File: src/rtl/sramlike_arbiter_pkg.sv
// Shared types and widths for the two-to-one SRAM-like bus arbiter.
package sramlike_arbiter_pkg;

  localparam int unsigned ADDR_W = 32;
  localparam int unsigned DATA_W = 32;
  localparam int unsigned SIZE_W = 2;

  typedef enum logic {
    ARB_IDLE = 1'b0,
    ARB_BUSY = 1'b1
  } arb_state_t;

  typedef enum logic {
    OWN_INST = 1'b0,
    OWN_DATA = 1'b1
  } arb_owner_t;

endpackage

File: src/rtl/sramlike_arbiter.sv
// Shares one SRAM-like bus between fetch and mem ports, one transaction in flight,
// data-first priority with a bounded streak so fetch cannot starve.
module sramlike_arbiter
  import sramlike_arbiter_pkg::*;
#(
  parameter int unsigned MAX_DATA_STREAK = 4
) (
  input  logic              clk,
  input  logic              rst,

  input  logic              inst_req,
  input  logic              inst_wr,
  input  logic [SIZE_W-1:0] inst_size,
  input  logic [ADDR_W-1:0] inst_addr,
  input  logic [DATA_W-1:0] inst_wdata,
  output logic              inst_addr_ok,
  output logic              inst_data_ok,
  output logic [DATA_W-1:0] inst_rdata,

  input  logic              data_req,
  input  logic              data_wr,
  input  logic [SIZE_W-1:0] data_size,
  input  logic [ADDR_W-1:0] data_addr,
  input  logic [DATA_W-1:0] data_wdata,
  output logic              data_addr_ok,
  output logic              data_data_ok,
  output logic [DATA_W-1:0] data_rdata,

  output logic              bus_req,
  output logic              bus_wr,
  output logic [SIZE_W-1:0] bus_size,
  output logic [ADDR_W-1:0] bus_addr,
  output logic [DATA_W-1:0] bus_wdata,
  input  logic              bus_addr_ok,
  input  logic              bus_data_ok,
  input  logic [DATA_W-1:0] bus_rdata
);

  localparam int unsigned STREAK_W = $clog2(MAX_DATA_STREAK + 1);
  localparam logic [STREAK_W-1:0] STREAK_MAX = STREAK_W'(MAX_DATA_STREAK);

  arb_state_t           state_q, state_d;
  arb_owner_t           owner_q, owner_d;
  logic [STREAK_W-1:0]  streak_q, streak_d;
  logic                 grant_inst;
  logic                 grant_data;

  always_ff @(posedge clk or posedge rst) begin
    if (rst) begin
      state_q  <= ARB_IDLE;
      owner_q  <= OWN_INST;
      streak_q <= '0;
    end else begin
      state_q  <= state_d;
      owner_q  <= owner_d;
      streak_q <= streak_d;
    end
  end

  // Fetch wins only when data is absent or has used up its streak allowance.
  always_comb begin
    grant_inst = inst_req && (!data_req || (streak_q >= STREAK_MAX));
    grant_data = !grant_inst && data_req;
  end

  always_comb begin
    state_d      = state_q;
    owner_d      = owner_q;
    streak_d     = streak_q;
    bus_req      = 1'b0;
    bus_wr       = 1'b0;
    bus_size     = '0;
    bus_addr     = '0;
    bus_wdata    = '0;
    inst_addr_ok = 1'b0;
    inst_data_ok = 1'b0;
    inst_rdata   = '0;
    data_addr_ok = 1'b0;
    data_data_ok = 1'b0;
    data_rdata   = '0;

    // Everything stays quiet while reset is held.
    if (!rst) begin
      inst_rdata = bus_rdata;
      data_rdata = bus_rdata;
      unique case (state_q)
        ARB_IDLE: begin
          if (grant_inst) begin
            bus_req      = 1'b1;
            bus_wr       = inst_wr;
            bus_size     = inst_size;
            bus_addr     = inst_addr;
            bus_wdata    = inst_wdata;
            inst_addr_ok = bus_addr_ok;
          end else if (grant_data) begin
            bus_req      = 1'b1;
            bus_wr       = data_wr;
            bus_size     = data_size;
            bus_addr     = data_addr;
            bus_wdata    = data_wdata;
            data_addr_ok = bus_addr_ok;
          end
          if (bus_addr_ok && bus_req) begin
            state_d = ARB_BUSY;
            if (grant_inst) begin
              owner_d  = OWN_INST;
              streak_d = '0;
            end else begin
              owner_d = OWN_DATA;
              if (inst_req) begin
                streak_d = (streak_q < STREAK_MAX) ? streak_q + STREAK_W'(1) : streak_q;
              end else begin
                streak_d = '0;
              end
            end
          end
        end
        ARB_BUSY: begin
          if (owner_q == OWN_INST) begin
            inst_data_ok = bus_data_ok;
          end else begin
            data_data_ok = bus_data_ok;
          end
          if (bus_data_ok) begin
            state_d = ARB_IDLE;
          end
        end
        default: state_d = ARB_IDLE;
      endcase
    end
  end

endmodule
File: config.mk
export PLATFORM = sky130hd
export DESIGN_NAME = sramlike_arbiter
export DESIGN_NICKNAME = d
export VERILOG_FILES = /design/src/rtl/sramlike_arbiter_pkg.sv /design/src/rtl/sramlike_arbiter.sv
export SDC_FILE = /design/constraint.sdc
export NUM_CORES = 1
export LEC_CHECK = 0
export BUFFER_PORTS_ARGS = -buffer_cell sky130_fd_sc_hd__buf_2
export CAP_MARGIN = 20
export CELL_PAD_IN_SITES_DETAIL_PLACEMENT = 1
export CELL_PAD_IN_SITES_GLOBAL_PLACEMENT = 2
export CORE_AREA = 3 3 140 142
export CTS_CLUSTER_SIZE = 25
export DETAILED_ROUTE_END_ITERATION = 12
export DIE_AREA = 0 0 143 145
export HOLD_SLACK_MARGIN = 0.06
export PLACE_DENSITY_LB_ADDON = 0.1
export SETUP_SLACK_MARGIN = 0.4
export SYNTH_ARGS = -nofsm -noshare
export SYNTH_HDL_FRONTEND = slang
export SYNTH_SLANG_ARGS = --single-unit
File: constraint.sdc
create_clock -name clk -period 1.63 [get_ports clk]
set_input_delay 0.2445 -clock clk [delete_from_list [all_inputs] [get_ports clk]]
set_output_delay 0.2445 -clock clk [all_outputs]
set_load 0.02 [all_outputs]
==> metrics.txt <==
routability cong.=0.705; fraction of registers with async set/reset=1.00; setup TNS=-9.38 ns; Core Area=18600 um^2; Clock Latency Late Sink=0.23 ns; most frequent cells in the layout=244 x buf_2, 69 x nand2_1, 67 x a21o_1; via/cell ratio=4.37; Inserted Clock Buffers=3; Layout Skew=0.00161 ns; Final Setup Violations=68; maximum clock insertion buffer count=2; Layout Nets=851; TritonCTS sink count=5; fin cells=911; final worst-path cycle share=1.10; Achievable Freq=0.556 GHz; reg2reg end=streak_q[0]; Post-synth EDFFs=0; commonest non-fill, non-tap cell in the layout=buf_2; TritonCTS clock tree=yes; final WL=15400 um; CP startpoint kind=flop; antenna cell count=0; unique cell type count in the Yosys netlist=25; Final Hold Vio Count=0; Initial Util=0.139; H-tree levels=1; Reg2Reg Depth=4; Final min period=1.80 ns; Ys Warns=0; Placed Cells=893; Max-slew headroom=0.771; hpwl dp=11400 um; VDD IR max=0.235 mV; Synth Cell Area=2580 um^2; I/O pin total=308; # hold bufs at CTS=0; Synth Instances=409; DR vias=3985; dpl cell area=4880 um^2; multiplexer share of the synthesized area=0.00436; first-pass GRT wire length=22900 um; Post-Synth Adder-Cell Area=0.00484; die area=20700 um^2; main combinational cell family by area after synthesis=compound AO/OA/AOI/OAI gates; PD cells=440 nW/um^2; Root Buffer=clkbuf_16; max incr delay on CP=0.37 ns; Max-Cap Viols=0; Worst-Margin Slew=0.344 ns; RSZ-0062 raised after global routing=true; sequential fraction of the synthesis area=0.0484; xor/xnor cell area share of the yosys netlist=0; # rows=50; RR Startpoint=state_q; violated checks=setup timing; type of the worst min-delay path=primary input to asynchronous set/reset pin; DR WL/cell=16.9 um; GRT overflow=0; DRT Pass-1 Iters=4; antenna-violating nets left=0; number of synthesized register bits=5; status=finished, violations left; crit path max-delay cell type=dfrtp_1; port bufs=307; Residual DRC=0; leakage=2.65 nW; initial antenna violation count=3; Die Wd=143 um; final instance area=5620 um^2; Overall Global Routing Usage=0.134; complex-gate fraction of the synthesized area=0.375; Worst EP required=1.39 ns; crit-path max FO=45; initial drt markers=93; Post-Syn Nets=582; endpoint class of the critical path=primary output; Worst Setup Slack, final=-0.168 ns; crit path kind=flop to primary output; clock-pin transition on the worst setup and hold timing paths=0.04 ns; via count of the first global-routing pass=4195; largest net degree at the start of global routing=49; Reg2Reg Setup Slack=0.19 ns; Top FF cell, synth=dfrtp_1; die height=145 um; final slew viol count=0; simple-gate area share of the yosys netlist=0.343; Synth-to-Final Area Change=117%; Synth Area per Inst=6.31 um^2; layout cells sized above 1=0.693; crit-path cells=nand2b_4, buf_16, a21o_1, a21oi_4, buf_6; Worst EP arrival=1.55 ns
## cell usage after synthesis, types with 4 or more instances
library cell | n | area [um^2]
buf_4 | 37 | 278
nor2b_1 | 32 | 200
a21oi_1 | 43 | 215
buf_6 | 9 | 101
buf_2 | 11 | 55.1
clkbuf_1 | 17 | 63.8
dfrtp_1 | 5 | 125
nand2_1 | 69 | 259
a21o_1 | 67 | 503
a21oi_2 | 26 | 228
buf_8 | 4 | 60.1
nand3_1 | 68 | 340
## cell families after synthesis
| group | Yosys count |
|---|---|
| adders and majority gates | 1 |
| DFF | 5 |
| and+or+nand+nor | 179 |
| AOI/OAI and AO/OA | 139 |
| buffers and inverters | 84 |
| muxes | 1 |
## metal layers
metal / global-route usage / vias to the layer above / wire, um
met2: 0.244 / 166 / 8040
met3: 0.0339 / 18 / 1200
li1: - / 1913 / -
met1: 0.155 / 1882 / 5930
met4: 0.0295 / 6 / 212
met5: 0 / - / 45
## worst max-delay path by stage
stage          slack, ns        start            end
2_1_floorplan       0.18      state_q  bus_wdata[10]
3_3_place_gp      -0.009     data_req  bus_wdata[30]
3_5_place_dp      -0.007     data_req  bus_wdata[30]
4_1_cts            -0.18      state_q    bus_size[1]
5_1_grt            -0.26  streak_q[2]   bus_wdata[9]
6_report           -0.17  streak_q[2]   bus_addr[18]
## power breakdown
part | total [mW] | switching, mW | internal (mW)
logic | 1.89 | 1.03 | 0.853
registers | 0.170 | 0.0208 | 0.149
clock network | 0.415 | 0.0896 | 0.325
total | 2.47 | 1.15 | 1.33
## final cells by class
type | instances | area, um^2
fill | 2309 | 13000
clock buffer | 4 | 78.8
multi-input combinational | 321 | 2640
tap | 234 | 293
sequential | 5 | 126
inverter | 3 | 11.3
timing repair buffer | 344 | 2470
## worst max-delay path, delay by kind of cell (launching register included)
family / cells / cell delay, ns
AOI/OAI and AO/OA: 2 / 0.39
DFF: 1 / 0.37
buffers and inverters: 2 / 0.34
and+or+nand+nor: 1 / 0.20
## metrics by stage
stage	hold WS (ns)	util	power, mW	worst slack (ns)
floorplan	0.0338	-	1.29	0.180
global placement	0.483	0.262	1.73	-0.00881
detailed placement	0.497	0.262	1.76	-0.00671
CTS	0.227	0.288	2.34	-0.182
global route	0.287	0.302	2.63	-0.258
finish	0.242	0.302	2.47	-0.168
## timing repair
action	in CTS	in global routing
pin swaps	13	5
cloned	2	8
buffers inserted	2	2
gates resized for setup	104	26
setup endpoints to repair	76	78
## sequential cells by signal (all words and copies together), names as in the netlist
signal	cells
state_q	1
streak_q	3
owner_q	1
Note: power is estimated with default switching activity, not from simulation.
